<file path="src/rtl/fetch_stage_if.sv">
// Instruction-memory fetch bus between the fetch stage (master) and instruction memory (slave).
interface fetch_stage_if #(
    parameter int N = 64
);
    logic         imem_req;
    logic [N-1:0] imem_addr;
    logic [31:0]  imem_rdata;
    logic         imem_rvalid;

    modport master (
        output imem_req,
        output imem_addr,
        input  imem_rdata,
        input  imem_rvalid
    );

    modport slave (
        input  imem_req,
        input  imem_addr,
        output imem_rdata,
        output imem_rvalid
    );
endinterface

</file>
<file path="src/rtl/fetch_stage.sv">
// LEGv8 instruction-fetch stage: PC, single outstanding fetch, IF/ID buffer with branch flush.
// Optional performance counters are enabled by defining FETCH_PERF_CNT_EN.
module fetch_stage #(
    parameter int           N        = 64,
    parameter logic [N-1:0] RESET_PC = '0
) (
    input  logic         clk,
    input  logic         reset_n,
    fetch_stage_if.master imem,
    input  logic         stall,
    input  logic         redirect,
    input  logic [N-1:0] redirect_pc,
    output logic [31:0]  instr,
    output logic [10:0]  instr_op,
    output logic [N-1:0] instr_pc,
    output logic         instr_valid
`ifdef FETCH_PERF_CNT_EN
    ,
    output logic [31:0]  fetch_cnt,
    output logic [31:0]  stall_cnt
`endif
);

    localparam logic [0:0]   ST_READY   = 1'b0;
    localparam logic [0:0]   ST_WAIT    = 1'b1;
    localparam logic [N-1:0] ALIGN_MASK = ~N'(3);

    logic [0:0]   state;
    logic [N-1:0] pc;
    logic         kill;
    logic         issue;
    logic         consume;
    logic         capture;

    // A fetch is only issued when the buffer will be free by the time the word returns.
    always_comb begin
        issue   = reset_n && (state == ST_READY) && !redirect && (!instr_valid || !stall);
        consume = instr_valid && !stall;
        capture = (state == ST_WAIT) && imem.imem_rvalid && !redirect && !kill;
    end

    assign imem.imem_req  = issue;
    assign imem.imem_addr = pc;
    assign instr_op       = instr[31:21];

    always_ff @(posedge clk or negedge reset_n) begin
        if (!reset_n) begin
            state       <= ST_READY;
            pc          <= RESET_PC;
            kill        <= 1'b0;
            instr       <= '0;
            instr_pc    <= '0;
            instr_valid <= 1'b0;
        end else if (redirect) begin
            pc          <= redirect_pc & ALIGN_MASK;
            instr_valid <= 1'b0;
            if (state == ST_WAIT) begin
                if (imem.imem_rvalid) begin
                    state <= ST_READY;
                    kill  <= 1'b0;
                end else begin
                    kill  <= 1'b1;
                end
            end
        end else begin
            if (consume) begin
                instr_valid <= 1'b0;
            end
            case (state)
                ST_READY: begin
                    if (issue) begin
                        state <= ST_WAIT;
                    end
                end
                ST_WAIT: begin
                    // A killed fetch still has to drain before the next one may issue.
                    if (imem.imem_rvalid) begin
                        state <= ST_READY;
                        kill  <= 1'b0;
                    end
                    if (capture) begin
                        instr       <= imem.imem_rdata;
                        instr_pc    <= pc;
                        instr_valid <= 1'b1;
                        pc          <= pc + N'(4);
                    end
                end
                default: state <= ST_READY;
            endcase
        end
    end

`ifdef FETCH_PERF_CNT_EN
    always_ff @(posedge clk or negedge reset_n) begin
        if (!reset_n) begin
            fetch_cnt <= '0;
            stall_cnt <= '0;
        end else begin
            if (capture) begin
                fetch_cnt <= fetch_cnt + 32'd1;
            end
            if (instr_valid && stall) begin
                stall_cnt <= stall_cnt + 32'd1;
            end
        end
    end
`endif

endmodule
</file>
<file path="src/flat_wrapper.sv">
// flat-port wrapper written by rule: the top's interface ports become plain ports
module fetch_stage_flat 
#(
    parameter int           N        = 64,
    parameter logic [N-1:0] RESET_PC = '0
)
  (clk, reset_n, stall, redirect, redirect_pc, instr, instr_op, instr_pc, instr_valid, imem_imem_req, imem_imem_addr, imem_imem_rdata, imem_imem_rvalid);
  fetch_stage_if #(.N(N)) imem_i ();
  input  logic clk;
  input  logic reset_n;
  input  logic stall;
  input  logic redirect;
  input  logic [N-1:0] redirect_pc;
  output logic [31:0] instr;
  output logic [10:0] instr_op;
  output logic [N-1:0] instr_pc;
  output logic instr_valid;
  output wire logic [$bits(imem_i.imem_req)-1:0] imem_imem_req;
  output wire logic [$bits(imem_i.imem_addr)-1:0] imem_imem_addr;
  input wire logic [$bits(imem_i.imem_rdata)-1:0] imem_imem_rdata;
  input wire logic [$bits(imem_i.imem_rvalid)-1:0] imem_imem_rvalid;
  assign imem_imem_req = imem_i.imem_req;
  assign imem_imem_addr = imem_i.imem_addr;
  assign imem_i.imem_rdata = imem_imem_rdata;
  assign imem_i.imem_rvalid = imem_imem_rvalid;
  fetch_stage #(.N(N), .RESET_PC(RESET_PC)) u_core (.clk(clk), .reset_n(reset_n), .imem(imem_i), .stall(stall), .redirect(redirect), .redirect_pc(redirect_pc), .instr(instr), .instr_op(instr_op), .instr_pc(instr_pc), .instr_valid(instr_valid));
endmodule
</file>
<file path="config.mk">
export PLATFORM = sky130hd
export DESIGN_NAME = fetch_stage_flat
export DESIGN_NICKNAME = d
export VERILOG_FILES = /design/src/rtl/fetch_stage_if.sv /design/src/rtl/fetch_stage.sv /design/src/flat_wrapper.sv
export SDC_FILE = /design/constraint.sdc
export NUM_CORES = 1
export LEC_CHECK = 0
export ABC_AREA = 1
export BUFFER_PORTS_ARGS = -buffer_cell sky130_fd_sc_hd__buf_2
export CAP_MARGIN = 15
export CORE_UTILIZATION = 40
export DETAILED_ROUTE_END_ITERATION = 12
export PLACE_DENSITY = 0.68
export SKIP_LAST_GASP = 1
export SYNTH_ARGS = -nofsm -noshare
export SYNTH_HDL_FRONTEND = slang
export SYNTH_SLANG_ARGS = --single-unit
</file>
<file path="constraint.sdc">
create_clock -name clk -period 1.63 [get_ports clk]
set_input_delay 0.163 -clock clk [delete_from_list [all_inputs] [get_ports clk]]
set_output_delay 0.163 -clock clk [all_outputs]
set_load 0.05 [all_outputs]
</file>
== Word-level counts from Yosys, hierarchy flattened ==
Index checks and enable logic that the tools add are counted.

* Reduce and logical (&&, ||, !) cells: 18
* Shift operators: 0
* Div/mod/pow operators: 0
* $lt $le $gt $ge: 0
* Muxes and demuxes: 16
* $add $sub $neg: 1
* Equality and inequality tests: 0
* $mul: 0
* Bitwise operators: 2

{| class="wikitable"
|+ Operators by type and width
! kind !! number
|-
| 64-bit 2-to-1 mux || 3
|-
| 64-bit by 3-bit adder with 64-bit output, second input constant || 1
|-
| 1-bit 2-to-1 mux || 12
|-
| 1-bit logical AND || 7
|-
| 2-bit nonzero test || 3
|-
| 1-bit zero test || 4
|-
| 2-bit AND reduction || 2
|-
| 3-bit AND reduction || 1
|-
| 1-bit inverter || 2
|-
| 1-bit one-hot mux with 2 select lines || 1
|-
| 1-bit logical OR || 1
|}

* Register bits: 163
* Bits in read-only memories: 0
* Logic and storage cells: 43
* Bits in latches: 0
* RAM bits: 0
* Memories kept: 0

== Longest topological paths before layout ==
Gate-level depths: netlist of run 1.

* Depth after elaboration: 7
* Gate-level depth with buffers: 12
* Mapped depth without buffers: 12

== Worst setup path after synthesis of run 1 ==
OpenSTA, ideal clock, no wires.

* Path kind: reg2reg
* From: register u_core.pc[2], in the netlist u_core.imem.imem_addr[2]
* To: register u_core.pc[38], in the netlist u_core.imem.imem_addr[38]
* Slack: -355 ps
* Arrival: 1872 ps
* Clock period less this slack: 1985 ps
* Cell stages (with the launch flop): 13
* Library setup time: 113 ps
* Path through: dfrtp_1 ha_1 inv_1 nor2_4 nand2_4 nor2_8 nand2_4 nor2_4 nand2_1 nand2_1 nand2_1 nand2_1 inv_1

* Word-level cells in the longest chain between the ends: 4

{| class="wikitable"
|+ RTL lines
! element !! line !! text
|-
| start: declaration || fetch_stage.sv:29 || <nowiki>logic [N-1:0] pc;</nowiki>
|-
| start signal: assignment || fetch_stage.sv:55 || <nowiki>pc <= redirect_pc & ALIGN_MASK;</nowiki>
|-
| start signal: assignment || fetch_stage.sv:85 || <nowiki>pc <= pc + N'(4);</nowiki>
|-
| 64-bit by 3-bit adder with 64-bit output || fetch_stage.sv:85 ||
|-
| 64-bit 2-to-1 mux || fetch_stage.sv:81 || <nowiki>if (capture) begin</nowiki>
|-
| 64-bit 2-to-1 mux || fetch_stage.sv:69 || <nowiki>case (state)</nowiki>
|-
| 64-bit 2-to-1 mux || fetch_stage.sv:54 || <nowiki>end else if (redirect) begin</nowiki>
|}

No other way between the ends. The select of a mux whose other input is x is not followed.
A chain may end at the register's enable or synchronous reset.

== Final worst setup path of run 1 ==
* From: register u_core.pc[3], in the netlist u_core.imem.imem_addr[3]
* To: register u_core.pc[38], in the netlist u_core.imem.imem_addr[38]

The elaborated chain is that of the path after synthesis.

==> key figures, run 1 <==
Critical path
  • Critical path type: reg2reg
  • Required @ worst endpoint: 1960 ps
  • Slowest stage delay, CP: 430 ps
  • Slowest stage cell, crit path: dfrtp_2
  • Most common cell on crit path: nand2_1
  • Critical path data arrival time: 1980 ps
  • CP Cell Sequence: ha_4 > inv_4 > nor2_4 > nand2_4 > nor2_8 > nand2_4 > nor2_4 > nand2_1 > nand2_1 > nand2_1 > nand2_1 > inv_1
  • Startpoint types: register
  • Critical Path End Type: register
  • CP Max Fanout: 5

Clocking
  • CTS tree: yes
  • CTS max path bufs: 2
  • Clock slew at reported path FFs: 70 ps
  • Worst skew pair latency: between 400 and 500 ps
  • Clk sinks: 159
  • Cts bufs inserted: 17
  • Root Buffer: clkbuf_16
  • H-tree lvl count: 4

Global route
  • Vias in the first global route: 8664
  • Antenna violations before repair: 0
  • GRT Total Usage: about 28%
  • First-pass GRT wire length: 46.87 mm
  • Largest net degree at the start of global routing: 88
  • Gr ovfl total: 0

Placement
  • Routability cong.: 0.9166
  • Setup Slack @ Placement: -37.91 ps
  • Dpl hpwl: about 22 mm
  • Placed inst area: ~11000 um2
  • IO buf count: 267

Yosys
  • FF+latch count, synth: about 160
  • Number of synthesized flops with an enable pin: 0
  • Main synth FF type: dfrtp_1
  • Sequential cell area fraction in the yosys report: 46.01%
  • Yosys cell types: 45
  • Area of the mapped netlist: 8647 um2
  • Syn avg cell area: roughly 7.4 um2
  • Yosys warns: 0
  • Post-Syn Instances: 1164
  • Fraction of registers with async set/reset: 100.0%

Timing
  • Tcrit/Tclk final: 100.9%
  • Worst Clk Skew: 16.04 ps
  • Fmax: just over 600 MHz
  • Hold Vio Cnt, Final: 0
  • Unrepaired setup endpoints after global routing: true
  • Post-route setup slack: -15.10 ps
  • Final setup fails: 2
  • Worst-margin pin slew: 518.8 ps
  • TNS Setup: -24.16 ps
  • Relative slew slack: approximately two thirds
  • Min Clock Period, post-route: 1645 ps
  • Max Slew Vio Count: 0

Layout
  • Share of cells above drive strength 1: between 30 and 40%
  • Total Nets Final: 1679
  • # diodes: 0
  • Fillers: 1919
  • Final Instance Area: 12630 um2
  • Layout area overhead: 46.04%

Drt
  • Initial DRC Count: 653
  • WL met1: 13.51 mm
  • Uppermost layer routed: met4
  • Routed length per instance: 17.01 um
  • Vias/cell: 5.032
  • DRT Wirelength: approximately 32 mm
  • Drt pass-1 iters: 7
  • Vias: between 9000 and 10000
  • DRC Markers: 0
  • Met3 Wirelength: roughly 2.6 mm
  • Remaining antenna violation count after routing: 0
  • Met2 WL: 14.89 mm

Power and ir drop
  • Leak: roughly 6.6 nW
  • Max rail drop VDD: 998.2 uV
  • Pwr dens: 1419 nW/um2

Outcome
  • Status: finished, violations left
  • Violated checks: setup timing

Floorplanning
  • Chip height: 149.0 um
  • Initial Util: 41.01%
  • Io pins: 274
  • Cell Rows: 53
  • Core ar.: 21090 um2
  • Die extent in x: 149.0 um
  • Die ar.: 22210 um2

Min path
  • Min-Delay Path Class: in2reg

Flow run
  • Max-cap violations: 0
==> cells in the mapped netlist (6+ instances only) <==
cell type	count	area (um2)
a21oi_1	17	85.08
buf_2	20	100.1
inv_1	87	326.6
dfrtp_1	159	3979
inv_2	6	22.52
clkbuf_1	10	37.54
nand4_1	25	156.4
o211ai_1	8	60.06
nor3_1	6	30.03
o21ai_0	41	205.2
nand2_4	8	90.09
nand3_1	70	350.3
nor2_4	11	123.9
nand2_2	9	56.30
nor2_2	12	75.07
nand2_1	401	1505
a31oi_1	8	50.05
o21ai_1	17	85.08
nor2_1	179	671.9
buf_4	20	150.1
==> final cells by class <==
| cell class | count | area (um2) | area share [%] |
|---|---|---|---|
| clock buffer | 17 | 425.4 | 3.369 |
| clock inverter | 15 | 168.9 | 1.338 |
| inverter | 93 | 354.1 | 2.804 |
| multi-input combinational | 859 | 4273 | 33.84 |
| sequential | 159 | 4040 | 31.99 |
| tap | 275 | 344.1 | 2.725 |
| timing repair buffer | 447 | 3023 | 23.94 |
==> layer usage <==
| metal | GRT usage, % | up-vias |
|---|---|---|
| met5 | 0 | - |
| met4 | 9.031 | 0 |
| met1 | 36.31 | 4384 |
| met3 | 6.391 | 52 |
| met2 | 45.51 | 431 |
| li1 | - | 4517 |
==> power by group <==
part | switching [mW] | internal, mW
Sequential | 0.765 | 5.03
Clock | 1.85 | 2.30
Combinational | 6.09 | 1.89
==> timing repair <==
| action | CTS | global route |
|---|---|---|
| hold buffers | 55 | 0 |
| hold endpoints to repair | 213 | 0 |
| setup endpoints to repair | 11 | 39 |
| resized for setup | 13 | 71 |
| gates cloned | 0 | 2 |
| setup buffers | 5 | 23 |
| pin swaps | 5 | 20 |
==> worst max-delay path: cells and delay by family (launching register included) <==
kind,cells,cell delay [ps]
simple gates,9,840
flops,1,430
buf+inv,2,80
fa+ha+maj,1,180
==> final timing paths <==
kind / start / slack (ps) / endpoint / cells after the start
setup reg to reg: u_core.imem.imem_addr[3]$_DFFE_PN0P_ / -20 / u_core.imem.imem_addr[38]$_DFFE_PN0P_ / 12
hold reg to reg: u_core.instr[13]$_DFFE_PN0P_ / 470 / u_core.instr[13]$_DFFE_PN0P_ / 2
min in group asynchronous: reset_n / 350 / u_core.instr_pc[27]$_DFFE_PN0P_ / 3
setup / recovery: u_core.imem.imem_addr[3]$_DFFE_PN0P_ / -20 / u_core.imem.imem_addr[38]$_DFFE_PN0P_ / 12
hold / removal: stall / 6 / u_core.instr_valid$_DFF_PN0_ / 3
max in group asynchronous: reset_n / 820 / u_core.imem.imem_addr[10]$_DFFE_PN0P_ / 3
==> cell usage in the layout, fill, tap and decap left out, drive strengths merged, types with 10 or more instances in the layout <==
master,count
clkbuf,19
a21oi,17
dfrtp,159
nand4,25
nor3,10
nor2,205
o21ai,58
buf,390
dlygate4sd3,55
nand3,74
nand2,418
inv,102
==> cell families (layout without fill, tap and decap cells) <==
| logic type | count (synthesis) | in the layout | synth area share (%) |
|---|---|---|---|
| adder cells (fa/ha/maj) | 1 | 1 | 0.1447 |
| multiplexers | 1 | 1 | 0.1158 |
| buffers and inverters | 149 | 572 | 8.002 |
| AO/OA/AOI/OAI | 110 | 110 | 7.553 |
| XOR/XNOR | 4 | 4 | 0.4052 |
| AND/OR/NAND/NOR | 739 | 739 | 37.72 |
| other | 1 | 4 | 0.04337 |
| flip-flops | 159 | 159 | 46.01 |
==> flip-flops by register name, indices dropped and copies added, names as in the netlist <==
name                   cells
u_core.imem.imem_addr     62
u_core.instr_pc           62
u_core.instr              32
u_core.instr_valid         1
u_core.kill                1
u_core.state               1
==> stage by stage <==
stage / cells / utilization, % / total power [mW] / hold WS (ps)
after floorplan: 1167 / - / 11.45 / -132.6
after global placement: 1748 / 51.84 / 13.45 / 260.1
after detailed placement: 1748 / 51.84 / 13.54 / 262.7
after CTS: 1840 / 57.66 / 17.83 / 0.5289
after global routing: 1865 / 59.88 / 18.77 / 18.03
final: 1865 / 59.88 / 17.91 / 6.062
Power figures use the tool's default switching activity.
==> inputs of run 2 (changes only) <==
==> constraint.sdc (replaced) <==
create_clock -name clk -period 1.63 [get_ports clk]
set_input_delay 0.163 -clock clk [delete_from_list [all_inputs] [get_ports clk]]
set_output_delay 0.163 -clock clk [all_outputs]
set_load 0.005 [all_outputs]
==> run 2 against run 1 <==
Register-to-register slack lost 20 ps. Fmax decreased by 1.4%. Clock-buffer cell count up 2. Flip-flop and latch count unchanged. Setup slack worse by 23 ps. Critical path depth down 4. Sequential power down 0.9%. Final area is 1.2% higher. Clock skew is 5.5 ps lower. Largest power group is now sequential cells. The flow still finishes with violations (setup timing). Clock power increased by 1%.
==> key figures, run 2 (synthesis gave the netlist of run 1 again) <==
Layout
  • Total Nets Final: 1709 (+1.8%)
  • Core Util, Final: 60.63% (+0.75 points)
  • Non-Filler Instances: 1895 (+1.6%)
  • Most frequent cells in the layout: 386 x nand2_1, 266 x buf_2, 163 x nor2_1, 148 x dfrtp_1, 135 x buf_4
  • # diodes: 0 (unchanged)
  • Layout area overhead: 47.87%
  • Most common cell after layout, fill and taps aside: nand2_1
  • Share of cells above drive strength 1: 35.06% (-1.7 points)

Global route
  • First-pass GRT wire length: 47.17 mm (+0.63%)
  • Gr ovfl total: 0 (unchanged)
  • Largest net degree at the start of global routing: 95 (+8.0%)
  • Vias in the first global route: 8888 (+2.6%)
  • GRT Total Usage: 27.99% (+0.16 points)
  • Antenna violations before repair: 1 (+1)

Floorplanning
  • Chip height: 149.0 um (unchanged)
  • Die ar.: 22210 um2 (unchanged)
  • Die extent in x: 149.0 um (unchanged)
  • Initial Util: 41.01% (unchanged)
  • Cell Rows: 53 (unchanged)
  • Io pins: 274 (unchanged)
  • Core ar.: 21090 um2 (unchanged)

Critical path
  • Startpoint types: register
  • Slowest stage cell, crit path: dfrtp_1
  • Critical Path End Type: register
  • Slowest stage delay, CP: 400 ps (-30 ps)
  • CP Max Fanout: 6 (+1)
  • Required @ worst endpoint: 1940 ps (-20 ps)
  • R2R depth: 8 (-4)
  • Critical path type: reg2reg
  • Critical path data arrival time: 1980 ps (about the same)
  • Most common cell on crit path: nand3_1
  • CP Cell Sequence: nand2_2 > buf_4 > nor2_1 > nand3_4 > nor3_4 > nand3_1 > nand3_1 > nand3_1

Drt
  • DRC Markers: 0 (unchanged)
  • Routed length per instance: 16.64 um (-2.2%)
  • Vias: 9469 (+0.91%)
  • Vias/cell: 4.997 (-0.69%)
  • Remaining antenna violation count after routing: 0 (unchanged)
  • Drt pass-1 iters: 6 (-1)
  • Initial DRC Count: 671 (+2.8%)
  • DRT Wirelength: 31.53 mm (-0.62%)

Timing
  • Min Clock Period, post-route: 1668 ps (+22.96 ps)
  • TNS Setup: -141.0 ps (-116.9 ps)
  • Post-route setup slack: -38.06 ps (-22.96 ps)
  • Hold Vio Cnt, Final: 0 (unchanged)
  • Tcrit/Tclk final: 102.3% (+1.4 points)
  • Final setup fails: 10 (+8)
  • Relative slew slack: 63.55% (-1.9 points)
  • Worst Clk Skew: 10.58 ps (-5.460 ps)
  • Worst-margin pin slew: 546.7 ps (+27.88 ps)
  • Max Slew Vio Count: 0 (unchanged)
  • Hold WS: 8.471 ps (+2.409 ps)
  • Unrepaired setup endpoints after global routing: true
  • Fmax: 599.5 MHz (-1.4%)

Placement
  • Cells after DPL: 1784 (+2.1%)
  • Routability cong.: 0.8978 (-2.1%)
  • IO buf count: 267 (unchanged)
  • Dpl hpwl: 22.62 mm (+1.1%)

Clocking
  • H-tree lvl count: 4 (unchanged)
  • CTS tree: yes
  • Worst skew pair latency: 430 ps (-20 ps)
  • Root Buffer: clkbuf_16
  • CTS max path bufs: 2 (unchanged)
  • Cts bufs inserted: 17 (unchanged)
  • Clock slew at reported path FFs: 70 ps (about the same)
  • Clk sinks: 159 (unchanged)

Power and ir drop
  • Leak: 6.758 nW (+1.8%)
  • Max rail drop VDD: 645.0 uV (-35%)
  • Pwr dens: 1093 nW/um2 (-23%)
  • Total power: 13.97 mW (-22%)

Min path
  • Worst hold path cell count: 3 (unchanged)
  • Min-Delay Path Class: in2reg

Flow run
  • Max-cap violations: 0 (unchanged)

Outcome
  • Violated checks: setup timing
  • Status: finished, violations left
[run 2: worst paths after layout]
| kind | start | end | slack [ps] |
|---|---|---|---|
| setup / recovery | u_core.imem.imem_addr[14]$_DFFE_PN0P_ | u_core.imem.imem_addr[63]$_DFFE_PN0P_ | -40 |
| hold reg to reg | u_core.instr[11]$_DFFE_PN0P_ | u_core.instr[11]$_DFFE_PN0P_ | 480 |
| max in group asynchronous | reset_n | u_core.imem.imem_addr[50]$_DFFE_PN0P_ | 610 |
| setup reg to reg | u_core.imem.imem_addr[14]$_DFFE_PN0P_ | u_core.imem.imem_addr[63]$_DFFE_PN0P_ | -40 |
| hold / removal | redirect_pc[3] | u_core.imem.imem_addr[3]$_DFFE_PN0P_ | 8 |
| min in group asynchronous | reset_n | u_core.imem.imem_addr[8]$_DFFE_PN0P_ | 180 |
[run 2: power by group]
group,internal [mW],switching (mW),leakage (nW)
clock network,2.37,1.82,0.286
logic,1.95,2.09,4.56
registers,5.01,0.732,1.92
total,9.33,4.65,6.76
[run 2: worst max-delay path, delay by kind of cell, from the launching register on]
| kind | cells | cell delay [ps] |
|---|---|---|
| buf+inv | 1 | 140 |
| flops | 1 | 400 |
| simple gates | 7 | 1010 |
[run 2: cell type report]
cell class	count	area [um2]
Clock buffer	19	452.9
Clock inverter	13	152.6
Fill cell	1877	8302
Inverter	93	351.6
Multi-Input combinational cell	859	4219
Sequential cell	159	3993
Tap cell	275	344.1
Timing Repair Buffer	477	3273
[run 2: stage by stage]
stage	setup WS (ps)	instance area, um2
after floorplan	2.464	8658
after global placement	-85.35	11120
after detailed placement	-131.8	11120
after CTS	-50.88	12380
after global routing	-143.5	12790
final	-38.06	12790
[run 2: per-layer routing]
metal	track usage (%)	vias to the layer above	wire, um
met1	37.49	4406	13760
met4	10.00	2	762
li1	-	4584	-
met3	5.046	57	2372
met2	45.26	420	14620
met5	0	-	12
[run 2: timing repair]
action	in CTS	in global routing
gates cloned	0	2
setup endpoints to repair	36	55
resized for setup	15	72
endpoints found under the hold margin	132	0
hold buffers	54	0
pin swaps	8	18
setup buffers	9	14
